**config.mk**
```make
export PLATFORM = sky130hd
export DESIGN_NAME = lockin_cfg_bank
export DESIGN_NICKNAME = d
export VERILOG_FILES = /design/src/rtl/lockin_cfg_bank.sv
export SDC_FILE = /design/constraint.sdc
export NUM_CORES = 1
export LEC_CHECK = 0
export ABC_AREA = 1
export ABC_CLOCK_PERIOD_IN_PS = 31700
export BUFFER_PORTS_ARGS = -buffer_cell sky130_fd_sc_hd__clkbuf_2
export CAP_MARGIN = 10
export CORE_AREA = 2 2 318 320
export CTS_CLUSTER_DIAMETER = 120
export CTS_CLUSTER_SIZE = 40
export DETAILED_ROUTE_END_ITERATION = 8
export DIE_AREA = 0 0 320 322
export SLEW_MARGIN = 40
export SYNTH_ARGS = -nofsm -noshare
export SYNTH_HDL_FRONTEND = slang
export SYNTH_SLANG_ARGS = --single-unit
```
**constraint.sdc**
```tcl
create_clock -name clk -period 31.7 [get_ports clk]
set_input_delay 6.34 -clock clk [delete_from_list [all_inputs] [get_ports clk]]
set_output_delay 6.34 -clock clk [all_outputs]
set_load 0.1 [all_outputs]
```
**src/rtl/lockin_cfg_bank.sv**
```systemverilog
// Configuration register bank on the PS GPIO bus: byte-wise shadow assembly,
// atomic commit to live registers, readback and a sticky address-error flag.
module lockin_cfg_bank #(
   parameter int          NUM_REGS    = 8,
   parameter int          SYNC_STAGES = 2,
   parameter logic [31:0] RST_VAL     = 32'h0000_0000,
   parameter logic [15:0] COMMIT_ADDR = 16'hFFFF
) (
   input  logic                  clk,
   input  logic                  rst,
   input  logic [31:0]           gpio_in,
   output logic [31:0]           gpio_out,
   output logic [32*NUM_REGS-1:0] regs_o,
   output logic                  commit_o,
   output logic                  err_o
);

   localparam logic [13:0] NUM_IDX  = 14'(NUM_REGS);
   localparam logic [7:0]  NUM_BYTE = 8'(NUM_REGS);

   logic [25:0] sync_r [SYNC_STAGES];
   logic [31:0] shadow_r [NUM_REGS];
   logic [31:0] live_r [NUM_REGS];
   logic        w_prev_r;
   logic        r_prev_r;

   logic [25:0] word_s;
   logic [15:0] addr_s;
   logic [7:0]  data_s;
   logic [13:0] idx_s;
   logic [1:0]  lane_s;
   logic        w_edge_s;
   logic        r_edge_s;
   logic        is_ctrl_s;
   logic        in_range_s;
   logic        err_set_s;
   logic        err_clr_s;
   logic [31:0] rd_live_s;
   logic        unused_s;

   assign unused_s   = ^gpio_in[31:26];
   assign word_s     = sync_r[SYNC_STAGES-1];
   assign addr_s     = word_s[15:0];
   assign data_s     = word_s[23:16];
   assign idx_s      = addr_s[15:2];
   assign lane_s     = addr_s[1:0];
   assign w_edge_s   = word_s[24] & ~w_prev_r;
   assign r_edge_s   = word_s[25] & ~r_prev_r;
   assign is_ctrl_s  = (addr_s == COMMIT_ADDR);
   assign in_range_s = (idx_s < NUM_IDX);

   // Synchroniser chain and previous-strobe flops for edge detection.
   always_ff @(posedge clk) begin
      if (rst) begin
         for (int i = 0; i < SYNC_STAGES; i++) sync_r[i] <= 26'd0;
         w_prev_r <= 1'b0;
         r_prev_r <= 1'b0;
      end else begin
         sync_r[0] <= gpio_in[25:0];
         for (int i = 1; i < SYNC_STAGES; i++) sync_r[i] <= sync_r[i-1];
         w_prev_r <= word_s[24];
         r_prev_r <= word_s[25];
      end
   end

   // Error flag set/clear decode and live-register read mux.
   always_comb begin
      err_set_s = ~is_ctrl_s & ~in_range_s & (w_edge_s | r_edge_s);
      err_clr_s = w_edge_s & is_ctrl_s & data_s[1];
      rd_live_s = 32'h0000_0000;
      for (int k = 0; k < NUM_REGS; k++) begin
         rd_live_s = (idx_s == 14'(k)) ? live_r[k] : rd_live_s;
      end
   end

   // Shadow/live registers, commit pulse, error flag and readback register.
   always_ff @(posedge clk) begin
      if (rst) begin
         for (int k = 0; k < NUM_REGS; k++) begin
            shadow_r[k] <= RST_VAL;
            live_r[k]   <= RST_VAL;
         end
         gpio_out <= 32'h0000_0000;
         commit_o <= 1'b0;
         err_o    <= 1'b0;
      end else begin
         commit_o <= w_edge_s & is_ctrl_s & data_s[0];
         if (w_edge_s && is_ctrl_s) begin
            // Reload precedes commit, so a combined reload+commit leaves live as is.
            for (int k = 0; k < NUM_REGS; k++) begin
               if (data_s[2]) shadow_r[k] <= live_r[k];
               if (data_s[0]) live_r[k] <= data_s[2] ? live_r[k] : shadow_r[k];
            end
         end else if (w_edge_s && in_range_s) begin
            for (int k = 0; k < NUM_REGS; k++) begin
               if (idx_s == 14'(k)) begin
                  case (lane_s)
                     2'd0:    shadow_r[k][7:0]   <= data_s;
                     2'd1:    shadow_r[k][15:8]  <= data_s;
                     2'd2:    shadow_r[k][23:16] <= data_s;
                     2'd3:    shadow_r[k][31:24] <= data_s;
                     default: shadow_r[k]        <= shadow_r[k];
                  endcase
               end
            end
         end
         if (err_set_s)      err_o <= 1'b1;
         else if (err_clr_s) err_o <= 1'b0;
         if (r_edge_s) begin
            if (is_ctrl_s)       gpio_out <= {NUM_BYTE, 15'd0, err_o, 8'h00};
            else if (in_range_s) gpio_out <= rd_live_s;
            else                 gpio_out <= 32'hDEAD_BEEF;
         end
      end
   end

   for (genvar k = 0; k < NUM_REGS; k++) begin : g_out
      assign regs_o[32*k +: 32] = live_r[k];
   end

endmodule

```
Yosys cells after proc, flatten, opt, wreduce, memory -nomap -nowiden
Memory sizes are Yosys's and may differ from the RTL's.
Index checks and enable logic that the tools add are counted.
Operators by class
  bitwise gates (word level): 62
  div/mod/pow operators: 0
  add/sub/neg operators: 0
  order comparisons: 1
  shift operators: 0
  reduce and logical (&&, ||, !) cells: 5
  equal/unequal tests: 11
  multiplexer cells: 245
  $mul: 0
Operators with widths (count)
  $mux 32: 34
  $mux 8: 32
  $mux 1: 177
  $eq 14x3->1 const B: 4
  $mux 26: 2
  $or 1x1->1: 51
  $eq 14x2->1 const B: 2
  $eq 16x16->1 const B: 1
  $eq 14x1->1 const B: 1
  $logic_not 14->1: 1
  $lt 14x4->1 const B: 1
  $and 1x1->1: 7
  $eq 2x2->1 const B: 2
  $not 1->1: 4
  $eq 2x1->1 const B: 1
  $logic_and 1x1->1: 2
  $logic_not 2->1: 1
  $reduce_bool 2->1: 1
Word-level totals
  output and inout port bits: 290
  RAM bits: 564
  register bits after elaboration: 36
  bits in latches: 0
  ROM bits: 0
  memories kept: 3
Memory list
  live_r: depth 8, width 32, read ports 8, clocked after memory_dff 0, write ports 8, RTL line 23  | logic [31:0] live_r [NUM_REGS];
  shadow_r: depth 8, width 32, read ports 8, clocked after memory_dff 0, write ports 8, RTL line 22  | logic [31:0] shadow_r [NUM_REGS];
  sync_r: depth 2, width 26, read ports 2, clocked after memory_dff 0, write ports 2, RTL line 21  | logic [25:0] sync_r [SYNC_STAGES];

Longest topological paths before layout
An unclocked memory read counts as a cell.
  depth in word-level cells: 12
  gate-level depth with buffers: 15
  gate-level depth less buffers: 14

Worst setup path before layout
No wires, ideal clock.
  kind: register -> register
  start: memory sync_r[1][1] (netlist: sync_r[0][27])
  end: memory live_r[0][0], enable pin
  required time: 30.673 ns
  setup time: 1.027 ns
  slack: 15.529 ns
  period minus slack after synthesis: 16.171 ns
  cell stages (with the launch flop): 6
  arrival time: 15.144 ns
  cell sequence: dfxtp_1 > clkbuf_1 > nand3_1 > nor4_4 > nand2_2 > o31ai_1
RTL lines (RTL line)
  start, declared: 21
  end, declared: 23

==> qor.txt <==
# H-tree levels: 1
DR vias/cell: 4.68
DIE WIDTH: 320 µm
RSZ-0062 raised after global routing: false
Seq/Total Area, Yosys: 0.668
Critical Path Slowest Stage Cell: buf_4
Residual DRC: 0
initial antenna violation count: 0
met3 Use GR: 0.0499
Tcrit/Tclk final: 0.271
critical path depth in cells: 5
First DRT Iteration DRCs: 2499
Register-to-Register Path Depth: 10
FMAX: 116 MHz
core area: 99600 µm²
Clock Tree Root: clkbuf_16
post-cts hold buffer count: 0
gr usage total: 0.178
DR WL/cell: 23.1 µm
power density cells: 51.8 nW/µm²
critical path class: primary input to flip-flop
CP endpoint kind: flip-flop
Avg Cell Area, Syn: 9.93 µm²
CP Cell Sequence: buf_4 -> buf_4 -> buf_4 -> nor2_1 -> nand2_1
WL final: 95.6 mm
post-route ant nets: 0
synth unique cells: 30
endpoints failing setup: 0
port buffer count: 317
layout net count: 2857
placer congestion estimate: 0.873
Top Family by Delay on Critical Path: buffers and inverters
worst r2r src: sync_r[0][37]
share of layout cells above drive strength 1: 0.148
WP data arrival: 8.90 ns
Min-Delay Path Class: flip-flop to flip-flop
P&R area growth vs syn: 14.3%
WP buf/inv: 3
first-pass GRT wire length: 132 mm
clock buffer depth: 3
#FFs+latches synth: 600
vias in the first global route: 17760
number of cells produced by synthesis: 2581
TritonRoute pass-1 iters: 5
initial core utilization: 0.257
WP data required: 32.00 ns
Final Max Slew Viols: 0
skew final: 0.0327 ns
critical path's largest stage delay: 0.70 ns
r2r setup slk: 27.79 ns
Setup TNS: 0 ns
maximum VDD drop: 0.0329 mV
Num Clock Sinks: 600
fillers: 10477
Final Hold Viols: 0
post-layout util: 0.294
syn_nets: 2615
row cnt: 116
FF-to-FF End: shadow_r[0][23]
clock transition at the registers of the reported paths: 0.15 ns
GRT met1 Usage: 0.238
synth warn: 0
post_cts resized: 0
Mapped Area: 25600 µm²
critical path startpoint category: primary input
commonest non-fill, non-tap cell in the layout: inv_1
die area: 103000 µm²
largest fanout on the critical path: 63
max-cap check violation count: 0
Ports: 324
status: completed
Pleak: 12.0 nW
TritonCTS Buffers: 20
Die Span Y: 322 µm
GR Util met2: 0.276
Via Count: 19324
crit path from: rst
Critical Path End: shadow_r[1][91]
Worst-Skew Late Latency: 0.63 ns
critical path's most frequent cell: buf_4
ANT cells: 0
gr ovfl total: 0
Post-CTS Setup Inserts: 0
Final min period: 8.60 ns
Slew Limit Headroom: 0.351
GR peak layer: met2
commonest non-fill, non-tap cells in the layout: 539 x inv_1, 512 x edfxtp_1, 447 x nor2_1, 349 x nand2_1, 316 x clkbuf_2
TritonCTS clock tree: yes
largest net degree at the start of global routing: 121
hpwl dp: 67.4 mm
Slew @ Worst Pin: 0.967 ns
## area by class of cell
class | count | area, µm² | area share
sequential | 600 | 17100 | 0.585
multi-input combinational | 1299 | 5940 | 0.203
inverter | 558 | 2100 | 0.0718
timing repair buffer | 344 | 1840 | 0.0628
tap | 1298 | 1620 | 0.0554
clock buffer | 27 | 558 | 0.0191
clock inverter | 6 | 92.6 | 0.00316
## power breakdown
| part | leakage, nW | internal, mW | switching, mW |
|---|---|---|---|
| clock | 0.314 | 0.132 | 0.255 |
| sequential | 5.95 | 0.888 | 0.0227 |
| combinational | 5.75 | 0.0266 | 0.194 |
| total | 12.0 | 1.05 | 0.472 |
## worst min-delay path by stage
stage	start	endpoint	slack (ns)	depth (start not counted)
after detailed placement	sync_r[0][24]	sync_r[0][50]	0.39	2
after CTS	sync_r[0][1]	sync_r[0][27]	0.40	2
after global routing	sync_r[0][0]	sync_r[0][26]	0.42	2
after global placement	sync_r[0][14]	sync_r[0][40]	0.40	2
final	sync_r[0][1]	sync_r[0][27]	0.39	2
after floorplan	sync_r[0][0]	sync_r[0][26]	0.39	2
## tightest hold or removal path, cell delays in order, from the launching register on
cell	delay, ns
dfxtp_1	0.32
inv_1	0.04
nor2_1	0.03
## synth_stat cells (all sizes together)
cell      n  area share
o22ai   195       0.048
edfxtp  512        0.60
nand3   106       0.021
nor3     23      0.0051
o21bai    2     0.00059
nand2   354       0.052
buf      38      0.0076
nand4    39      0.0098
o21ai    73       0.014
o31ai     2     0.00059
nor3b     1     0.00049
or2       7      0.0017
clkinv    2     0.00029
nor2    457       0.068
clkbuf   86       0.013
inv     556       0.081
dfxtp    88       0.069
nor4      3      0.0013
a31oi     1     0.00024
a21oi    36      0.0070
## per-stage QoR
step                hold slack, ns  setup WS (ns)  std cells  instance area (µm²)  power (mW)
floorplan                    0.388          15.53       2581                25600        1.09
global placement             0.397          22.24       4098                28600        1.15
detailed placement           0.392          22.49       4099                28600        1.15
CTS                          0.403          23.16       4132                29300        1.53
global route                 0.423          22.98       4132                29300        1.56
finish                       0.391          23.10       4132                29300        1.52
## cells by family after synthesis
logic type	share of synthesized area
buffers and inverters	0.102
AOI/OAI and AO/OA	0.0703
and+or+nand+nor	0.159
DFF	0.668
## flip-flops by register name, summed over array words and instances, names as in the netlist
name and cells:
commit_o 1, err_o 1, gpio_out 32, live_r 256, r_prev_r 1, shadow_r 256, sync_r 52, w_prev_r 1
## layer usage
layer,vias to the layer above,part of all wire,wire (µm)
met5,-,0,0
met4,0,0.039,3690
met3,114,0.11,10400
met2,949,0.44,42500
met1,9409,0.41,39000
li1,8852,-,-
No activity file was read; power rests on OpenSTA's default activity.
